File: src/rtl/fb_port_arbiter_pkg.sv
// rtl/fb_port_arbiter_pkg.sv - shared video package: decision encoding and default widths
package fb_port_arbiter_pkg;

   localparam int FB_AW = 16;
   localparam int FB_DW = 12;

   typedef enum logic [1:0] {
      DEC_IDLE     = 2'd0,
      DEC_READ     = 2'd1,
      DEC_WRITE    = 2'd2,
      DEC_FORCE_WR = 2'd3
   } decision_t;

   function automatic logic is_write(input decision_t d);
      return (d == DEC_WRITE) || (d == DEC_FORCE_WR);
   endfunction

endpackage

File: src/rtl/fb_write_queue.sv
// rtl/fb_write_queue.sv - posted-write FIFO with parallel address compare
module fb_write_queue #(
   parameter int AW    = 16,
   parameter int DW    = 12,
   parameter int DEPTH = 4
) (
   input  logic          clk,
   input  logic          reset,
   input  logic          push,
   input  logic [AW-1:0] push_addr,
   input  logic [DW-1:0] push_data,
   input  logic          pop,
   output logic [AW-1:0] head_addr,
   output logic [DW-1:0] head_data,
   output logic          full,
   output logic          empty,
   input  logic [AW-1:0] cmp_addr,
   output logic          cmp_hit
);

   localparam int PW = $clog2(DEPTH);
   localparam int CW = PW + 1;

   logic [AW-1:0] addr_mem [DEPTH];
   logic [DW-1:0] data_mem [DEPTH];
   logic [PW-1:0] rd_ptr;
   logic [PW-1:0] wr_ptr;
   logic [CW-1:0] count;
   logic [PW-1:0] offset;
   logic          do_push;
   logic          do_pop;

   assign full      = (count == CW'(DEPTH));
   assign empty     = (count == '0);
   assign do_push   = push && !full;
   assign do_pop    = pop && !empty;
   assign head_addr = addr_mem[rd_ptr];
   assign head_data = data_mem[rd_ptr];

   // Entry storage needs no reset: validity comes from pointers and count.
   always_ff @(posedge clk) begin
      if (do_push) begin
         addr_mem[wr_ptr] <= push_addr;
         data_mem[wr_ptr] <= push_data;
      end
   end

   // Pointers wrap naturally because DEPTH is a power of two.
   always_ff @(posedge clk or posedge reset) begin
      if (reset) begin
         rd_ptr <= '0;
         wr_ptr <= '0;
         count  <= '0;
      end else begin
         if (do_push) wr_ptr <= wr_ptr + PW'(1);
         if (do_pop)  rd_ptr <= rd_ptr + PW'(1);
         case ({do_push, do_pop})
            2'b10:   count <= count + CW'(1);
            2'b01:   count <= count - CW'(1);
            default: count <= count;
         endcase
      end
   end

   // An entry is live when its distance from the read pointer is below the occupancy.
   always_comb begin
      cmp_hit = 1'b0;
      offset  = '0;
      for (int i = 0; i < DEPTH; i++) begin
         offset = PW'(i) - rd_ptr;
         if (({1'b0, offset} < count) && (addr_mem[i] == cmp_addr)) cmp_hit = 1'b1;
      end
   end

endmodule

File: src/rtl/fb_port_arbiter.sv
// rtl/fb_port_arbiter.sv - single-port framebuffer RAM arbiter for posted writes and scan-out reads
module fb_port_arbiter
   import fb_port_arbiter_pkg::*;
#(
   parameter int AW       = FB_AW,
   parameter int DW       = FB_DW,
   parameter int WQ_DEPTH = 4,
   parameter int MAX_WAIT = 8
) (
   input  logic          clk,
   input  logic          reset,
   input  logic          wr_req,
   input  logic [AW-1:0] wr_addr,
   input  logic [DW-1:0] wr_data,
   output logic          wr_ready,
   input  logic          rd_req,
   input  logic [AW-1:0] rd_addr,
   output logic          rd_ready,
   output logic          rd_valid,
   output logic [DW-1:0] rd_data,
   output logic          mem_en,
   output logic          mem_we,
   output logic [AW-1:0] mem_addr,
   output logic [DW-1:0] mem_wdata,
   input  logic [DW-1:0] mem_rdata,
   output logic          wr_drop
);

   localparam int WW = $clog2(MAX_WAIT);
   localparam logic [WW-1:0] WAIT_MAX = WW'(MAX_WAIT - 1);

   decision_t     dec;
   logic [WW-1:0] wait_ctr;
   logic          q_full;
   logic          q_empty;
   logic          q_hit;
   logic [AW-1:0] head_addr;
   logic [DW-1:0] head_data;
   logic          push;
   logic          pop;
   logic          rd_pend;

   fb_write_queue #(
      .AW    (AW),
      .DW    (DW),
      .DEPTH (WQ_DEPTH)
   ) u_wq (
      .clk       (clk),
      .reset     (reset),
      .push      (push),
      .push_addr (wr_addr),
      .push_data (wr_data),
      .pop       (pop),
      .head_addr (head_addr),
      .head_data (head_data),
      .full      (q_full),
      .empty     (q_empty),
      .cmp_addr  (rd_addr),
      .cmp_hit   (q_hit)
   );

   // Per-cycle port decision; a pending hazard or starved write outranks scan-out.
   always_comb begin
      dec = DEC_IDLE;
      if (reset) begin
         dec = DEC_IDLE;
      end else if (!q_empty && (q_full || (wait_ctr == WAIT_MAX) || q_hit)) begin
         dec = DEC_FORCE_WR;
      end else if (rd_req) begin
         dec = DEC_READ;
      end else if (!q_empty) begin
         dec = DEC_WRITE;
      end
   end

   assign wr_ready = !q_full;
   assign rd_ready = (dec == DEC_READ);
   assign push     = wr_req && !q_full;
   assign pop      = is_write(dec);
   assign rd_data  = mem_rdata;

   // Counts reads that overtook a waiting write, saturating at the force threshold.
   always_ff @(posedge clk or posedge reset) begin
      if (reset) begin
         wait_ctr <= '0;
      end else if (pop || q_empty) begin
         wait_ctr <= '0;
      end else if ((dec == DEC_READ) && (wait_ctr != WAIT_MAX)) begin
         wait_ctr <= wait_ctr + WW'(1);
      end
   end

   // Registered RAM command: this cycle's decision drives the RAM next cycle.
   always_ff @(posedge clk or posedge reset) begin
      if (reset) begin
         mem_en    <= 1'b0;
         mem_we    <= 1'b0;
         mem_addr  <= '0;
         mem_wdata <= '0;
      end else begin
         mem_en <= (dec != DEC_IDLE);
         mem_we <= pop;
         if (dec == DEC_READ) begin
            mem_addr <= rd_addr;
         end else if (pop) begin
            mem_addr  <= head_addr;
            mem_wdata <= head_data;
         end
      end
   end

   // Read return pipe: command register stage, then RAM output stage.
   always_ff @(posedge clk or posedge reset) begin
      if (reset) begin
         rd_pend  <= 1'b0;
         rd_valid <= 1'b0;
      end else begin
         rd_pend  <= (dec == DEC_READ);
         rd_valid <= rd_pend;
      end
   end

   // Sticky overflow flag for writes offered while the queue was full.
   always_ff @(posedge clk or posedge reset) begin
      if (reset) begin
         wr_drop <= 1'b0;
      end else if (wr_req && q_full) begin
         wr_drop <= 1'b1;
      end
   end

endmodule

File: config.mk
export PLATFORM = sky130hd
export DESIGN_NAME = fb_port_arbiter
export DESIGN_NICKNAME = d
export VERILOG_FILES = /design/src/rtl/fb_port_arbiter_pkg.sv /design/src/rtl/fb_write_queue.sv /design/src/rtl/fb_port_arbiter.sv
export SDC_FILE = /design/constraint.sdc
export NUM_CORES = 1
export LEC_CHECK = 0
export CAP_MARGIN = 25
export CORE_MARGIN = 4
export CORE_UTILIZATION = 37
export CTS_CLUSTER_SIZE = 25
export DETAILED_ROUTE_END_ITERATION = 8
export HOLD_SLACK_MARGIN = 0.12
export PLACE_DENSITY = 0.62
export SETUP_SLACK_MARGIN = 0.3
export SKIP_CTS_REPAIR_TIMING = 1
export SYNTH_ARGS = -nofsm -noshare
export SYNTH_HDL_FRONTEND = slang
export SYNTH_SLANG_ARGS = --single-unit
File: constraint.sdc
create_clock -name clk -period 4.49 [get_ports clk]
set_clock_uncertainty 0.15 [all_clocks]
set_input_delay 1.347 -clock clk [delete_from_list [all_inputs] [get_ports clk]]
set_output_delay 1.347 -clock clk [all_outputs]
set_load 0.02 [all_outputs]
==> impl_results.md, run 1 <==
- Slew Limit Fails: 0
- Cells after DPL: 748
- Status: completed
- Largest net degree at the start of global routing: 38
- Comb pwr share: 35.3%
- CTS Buffer Depth: 2
- Initial DRC count: 357
- Routed wire length: 16.62 mm
- Int Pwr: 3.841 mW
- RSZ-0062 raised after global routing: yes
- Grt total ovfl: 0
- DIE HEIGHT: 146.1 um
- CP max FO: 5
- Critical Path Start: rd_addr[0]
- Final core occ: 48.13%
- Post-route non-filler standard cell count: 783
- HP Class: reg2reg
- Crit path time final: 4.394 ns
- Vias: 4017
- Buffers on Ports: 81
- Final #Nets: 608
- Post-synth EDFFs: 112
- Seq pwr share: 38.4%
- Antenna Cells: 0
- H-tree depth: 4
- Root Driver: clkbuf_16
- Kind of critical path: in2out
- Synth async-reset ratio: 27.74%
- Clk Latency, worst-skew pair: 0.42 ns
- Top_reg_cell synth: edfxtp_1
- Hpwl dp: 11.33 mm
- Pwr dens: 624.3 mW/mm^2
- Clock transition at path regs: 0.06 ns
- Syn Inst Count: 437
- Startpoint types: input pin
- Die area: 0.02134 mm^2
- WL/cell: 21.22 um
- Antenna Nets Post-Route: 0
- I/O pin cnt: 106
- Crit end category: output pin
- Die width: 146.1 um
- Initial Util: 37.72%
- Syn. warnings: 0
- Area growth, synth to finish: 27.59%
- RR Startpoint: u_wq.addr_mem[0][0]$_DFFE_PP_
- Clk sinks: 155
- Slew at the pin closest to its max-slew limit: 0.7311 ns
- Layout cells sized above 1: 27.69%
- Clock power frac: 26.4%
- Post-synthesis sequential area ratio: 62.92%
- Switching portion of total power: 31.65%
- Row cnt: 50
- Final hold vios: 0
- CTS buffer count: 17
- Synth unique cells: 38
- Maximum vdd drop: 289.2 uV
- Pleak: 3.315 nW
- Hold wc startpoint: rd_pend$_DFF_PP0_
- GRT Overall Usage: 15.92%
- Initial antenna violation count: 0
- Max_cap viols: 0
- GPL Wtd Cong: 0.8247
- CTS tree: done
- Area of the core: 0.01871 mm^2
- Number of global-route vias before repair: 4362
- Syn_area_per_cell: 16.15 um^2
- Relative slew slack: 51.26%
- #FFs+latches synth: 155
- NetSw: 1.779 mW
- Drt first pass iters: 4
- Worst hold slack: 0.1966 ns
- Design Power: 5.620 mW
- Worst Path Required: 2.99 ns
- Crit path DAT: 2.90 ns
- Vias per cell: 5.130
- Synth Cell Area: 0.007056 mm^2
- Syn Nets: 509
- # DRC: 0
- First-pass GRT wire length: 25.53 mm
- # setup viols final: 0
- Maximum clock rate: 0.2276 GHz
- Fin crit share: 97.86%
## Yosys cell counts (2+ instances only)
library cell | count | share of area, %
ha_1 | 11 | 2.0
xnor2_1 | 37 | 4.6
o21ai_1 | 2 | 0.14
or3_1 | 2 | 0.18
xor2_1 | 34 | 4.2
buf_6 | 6 | 0.96
mux2_4 | 12 | 2.6
buf_4 | 12 | 1.3
nor2_1 | 7 | 0.37
nand4_1 | 10 | 0.89
a221o_1 | 16 | 2.3
and2_1 | 3 | 0.27
nand2b_1 | 2 | 0.18
clkbuf_1 | 4 | 0.21
edfxtp_1 | 112 | 48
and3_1 | 4 | 0.35
dfrtp_1 | 43 | 15
inv_1 | 13 | 0.69
mux4_2 | 28 | 8.9
nor4_1 | 9 | 0.80
nor2b_1 | 11 | 0.98
nand2_1 | 12 | 0.64
nand3_1 | 2 | 0.14
o21ai_0 | 4 | 0.28
a21oi_1 | 13 | 0.92
buf_2 | 16 | 1.1
## cell usage in the layout, fill, tap and decap left out, drive strengths merged, types with 2 or more instances in the layout
cell,netlist,routed
clkinv,0,7
mux4,28,28
and2,3,3
mux2,12,12
bufinv,0,3
nand2b,2,2
or3,2,2
xnor2,37,37
inv,13,13
nand4,10,10
buf,35,49
a221o,16,16
clkbuf,4,22
a21oi,13,13
o21ai,6,6
xor2,34,34
dfrtp,43,43
edfxtp,112,112
dlymetal6s2s,0,3
and3,4,4
nor4,9,9
clkdlybuf4s50,0,64
clkinvlp,0,3
nand3,2,2
nor2,8,8
ha,11,11
nor2b,11,11
nand2,12,12
## power groups by stage
stage	Combinational [mW]	Sequential (mW)	Clock [mW]
floorplan	1.12	2.28	0
global placement	1.94	2.16	0
detailed placement	1.98	2.17	0
CTS	1.99	2.15	1.51
global route	2.14	2.20	1.57
finish	1.98	2.16	1.48
## final cells by class
cell class | count | area [um^2]
inverter | 13 | 52.55
sequential | 155 | 4441
multi-input combinational | 230 | 2479
clock buffer | 19 | 452.9
timing repair buffer | 119 | 1117
tap | 234 | 292.8
clock inverter | 13 | 167.7
fill | 1565 | 9703
## flip-flops by register name, summed over array words and instances (netlist names)
register	flops
u_wq.addr_mem	64
u_wq.data_mem	48
mem_addr	16
mem_wdata	12
u_wq.count	3
wait_ctr	3
u_wq.rd_ptr	2
u_wq.wr_ptr	2
mem_en	1
mem_we	1
rd_pend	1
rd_valid	1
wr_drop	1
## stage by stage
stage,worst slack (ns),TNS [ns],area [um^2]
CTS,-0.8794,-0.8794,8816
global placement,-0.8409,-1.094,8195
finish,0.09626,0,9002
detailed placement,-0.8764,-1.345,8195
global route,0.06273,0,9002
floorplan,0.3041,0,7072
## logic make-up after synthesis
| family | after synthesis | synth area share, % |
|---|---|---|
| xor gates and xnor gates | 71 | 8.814 |
| and+or+nand+nor | 63 | 4.877 |
| DFF | 155 | 62.92 |
| adders and majority gates | 12 | 2.234 |
| buffers and inverters | 52 | 4.327 |
| AOI/OAI and AO/OA | 43 | 5.196 |
| muxes | 41 | 11.63 |
## worst max-delay path, stage by stage
cell	delay (ns)
buf_8	0.11
xor2_2	0.14
nor4_2	0.34
buf_4	0.17
nand4_1	0.08
o22a_2	0.28
a31oi_4	0.22
nor2_4	0.08
buf_6	0.13
## per-layer routing
metal | track usage, % | wire [um] | vias up
li1 | - | - | 1822
met1 | 21.96 | 7451 | 2056
met2 | 25.05 | 7925 | 121
met3 | 3.942 | 946 | 18
met4 | 4.986 | 292 | 0
met5 | 0 | 0 | -
## path summary, 6_finish.rpt
path | cells past startpoint | end | slack [ns]
worst max-delay path | 9 | rd_ready | 0.1
worst min-delay path | 0 | rd_valid$_DFF_PP0_ | 0.20
worst max register to register | 15 | u_wq.count[2]$_DFFE_PP0P_ | 1.11
worst min register to register | 0 | rd_valid$_DFF_PP0_ | 0.20
max in group asynchronous | 3 | u_wq.rd_ptr[0]$_DFFE_PP0P_ | 2.36
min in group asynchronous | 3 | mem_addr[11]$_DFFE_PP0P_ | 1.27
Power figures use the tool's default switching activity.
==> inputs of run 2 (changes only) <==
CORE_MARGIN = 5   (was 4)
==> run 2 against run 1 <==
  * The run now ends with negative setup slack left
  * Hold slack better by 0.016 ns
  * Register-to-register slack gained 0.02 ns
  * Routed wire length about the same
  * Global-route usage fell by 0.17 points
  * Sequential share of layout area up 0.56 points
  * Non-clock buffer count grew 4
  * Clock power fell by 9%
  * Final area fell by 1.1%
  * Maximum frequency decreased by 2.5%
  * Highest routed layer unchanged
==> impl_results.md, run 2 (same netlist as run 1, synthesis figures left out) <==
- Hold wc startpoint: rd_pend$_DFF_PP0_
- CTS tree: done
- Initial antenna violation count: 1
- Drt first pass iters: 4
- Initial DRC count: 294
- Max_cap viols: 0
- Initial Util: 37.59%
- GRT Overall Usage: 15.75%
- Startpoint types: input pin
- CTS Buffer Depth: 2
- Top Registers: u_wq.addr_mem: 64 flops, u_wq.data_mem: 48 flops, mem_addr: 16 flops
- Worst Path Required: 2.99 ns
- Maximum vdd drop: 337.1 uV
- Root Driver: clkbuf_16
- Most frequent cells in the layout: edfxtp_1 (112), clkdlybuf4s50_1 (64), dfrtp_1 (42)
- CP max FO: 4
- Die area: 0.02193 mm^2
- Area of the core: 0.01877 mm^2
- Area growth, synth to finish: 26.16%
- Place WS: -0.8945 ns
- Clk sinks: 155
- Crit path DAT: 3.01 ns
- Grt total ovfl: 0
- Final core occ: 47.43%
- WHS Path Cells: 0
- Setup TNS Final: -0.01448 ns
- Row cnt: 50
- HP Class: reg2reg
- R2r worst-path depth: 15
- Kind of critical path: in2out
- Slew at the pin closest to its max-slew limit: 0.6378 ns
- Fin crit share: 100.3%
- Routed wire length: 16.63 mm
- Clock transition at path regs: 0.07 ns
- RSZ-0062 raised after global routing: yes
- Design Power: 5.460 mW
- Fillers: 1625
- Pleak: 3.363 nW
- Largest net degree at the start of global routing: 29
- Largest register FFs: 64
- H-tree depth: 4
- Status: finished, violations left
- CTS buffer count: 17
- Die width: 148.1 um
- Pwr dens: 613.5 mW/mm^2
- Cells after DPL: 754
- # DRC: 0
- Area of the multi-input gates: 0.002390 mm^2
- Clk Latency, worst-skew pair: 0.42 ns
- First-pass GRT wire length: 25.94 mm
- Reg2reg end: u_wq.count[2]$_DFFE_PP0P_
- Failing checks: negative setup slack
- Vias: 4041
- Final #Nets: 612
- Vias per cell: 5.128
- DIE HEIGHT: 148.1 um
- GPL Wtd Cong: 0.8307
- Antenna Nets Post-Route: 0
- Commonest non-fill, non-tap cell in the layout: edfxtp_1
- Buffers on Ports: 81
- Hold EP: rd_valid$_DFF_PP0_
- Worst R2R Setup Slack: 1.13 ns
- Maximum clock rate: 0.2220 GHz
- Crit path time final: 4.504 ns
- I/O pin cnt: 106
- RR Startpoint: u_wq.rd_ptr[0]$_DFFE_PP0P_
- Layout cells sized above 1: 24.41%
- Post-route non-filler standard cell count: 788
- Worst hold slack: 0.2125 ns
- Slew Limit Fails: 0
- Relative slew slack: 57.39%
- Final hold vios: 0
- WL/cell: 21.10 um
- Design Area, Final: 0.008901 mm^2
- Hpwl dp: 11.44 mm
- # setup viols final: 1
- Final worst slack: -0.01448 ns
- Crit end category: output pin
- Top reg by flops: u_wq.addr_mem
- Number of global-route vias before repair: 4329
- Placed cell area: 0.008228 mm^2
- FF+latch area: 0.004441 mm^2
-- run 2: changes by cell type in the layout (fill, tap and decap cells not counted), sizes merged --
cell and change:
clkbuf -2, dlymetal6s2s +9, buf -4, bufinv -2
diode +1, clkinv +2, inv +1
-- run 2: critical path, cell delays in order --
cell,delay [ns]
buf_6,0.10
buf_6,0.13
xor2_4,0.18
nor4_4,0.30
buf_4,0.15
nand4_1,0.09
o22a_2,0.29
a31oi_4,0.22
nor2_4,0.07
buf_6,0.13
-- run 2: final cells by class --
type,count,share of cell area (%)
Multi-Input combinational cell,230,26.85
Timing Repair Buffer,123,13.04
Antenna cell,1,0.02811
Clock inverter,14,1.378
Clock buffer,18,4.934
Tap cell,234,3.289
Sequential cell,155,49.89
Inverter,13,0.5904
-- run 2: worst max-delay path by stage --
stage,startpoint,endpoint,cells past startpoint
2_1_floorplan,reset,rd_ready,5
3_3_place_gp,rd_addr[0],rd_ready,9
3_5_place_dp,rd_addr[15],rd_ready,9
4_1_cts,rd_addr[15],rd_ready,9
5_1_grt,rd_addr[11],rd_ready,10
6_report,rd_addr[11],rd_ready,10
-- run 2: where the power goes --
group / switching (mW) / internal, mW
clock: 0.572 / 0.777
combinational: 0.954 / 0.976
sequential: 0.236 / 1.94
total: 1.76 / 3.70
-- run 2: per-layer routing --
metal	vias up	track usage [%]	share of wire (%)
li1	1840	-	-
met1	2083	21.58	45
met2	99	25.12	49
met3	19	3.656	5.1
met4	0	4.942	1.4
met5	-	0	0
==> inputs of run 3 (changes only) <==
HOLD_SLACK_MARGIN = default   (was 0.12)
==> results of run 3 <==
Final layout, timing and power as in run 2 (identical DEF).
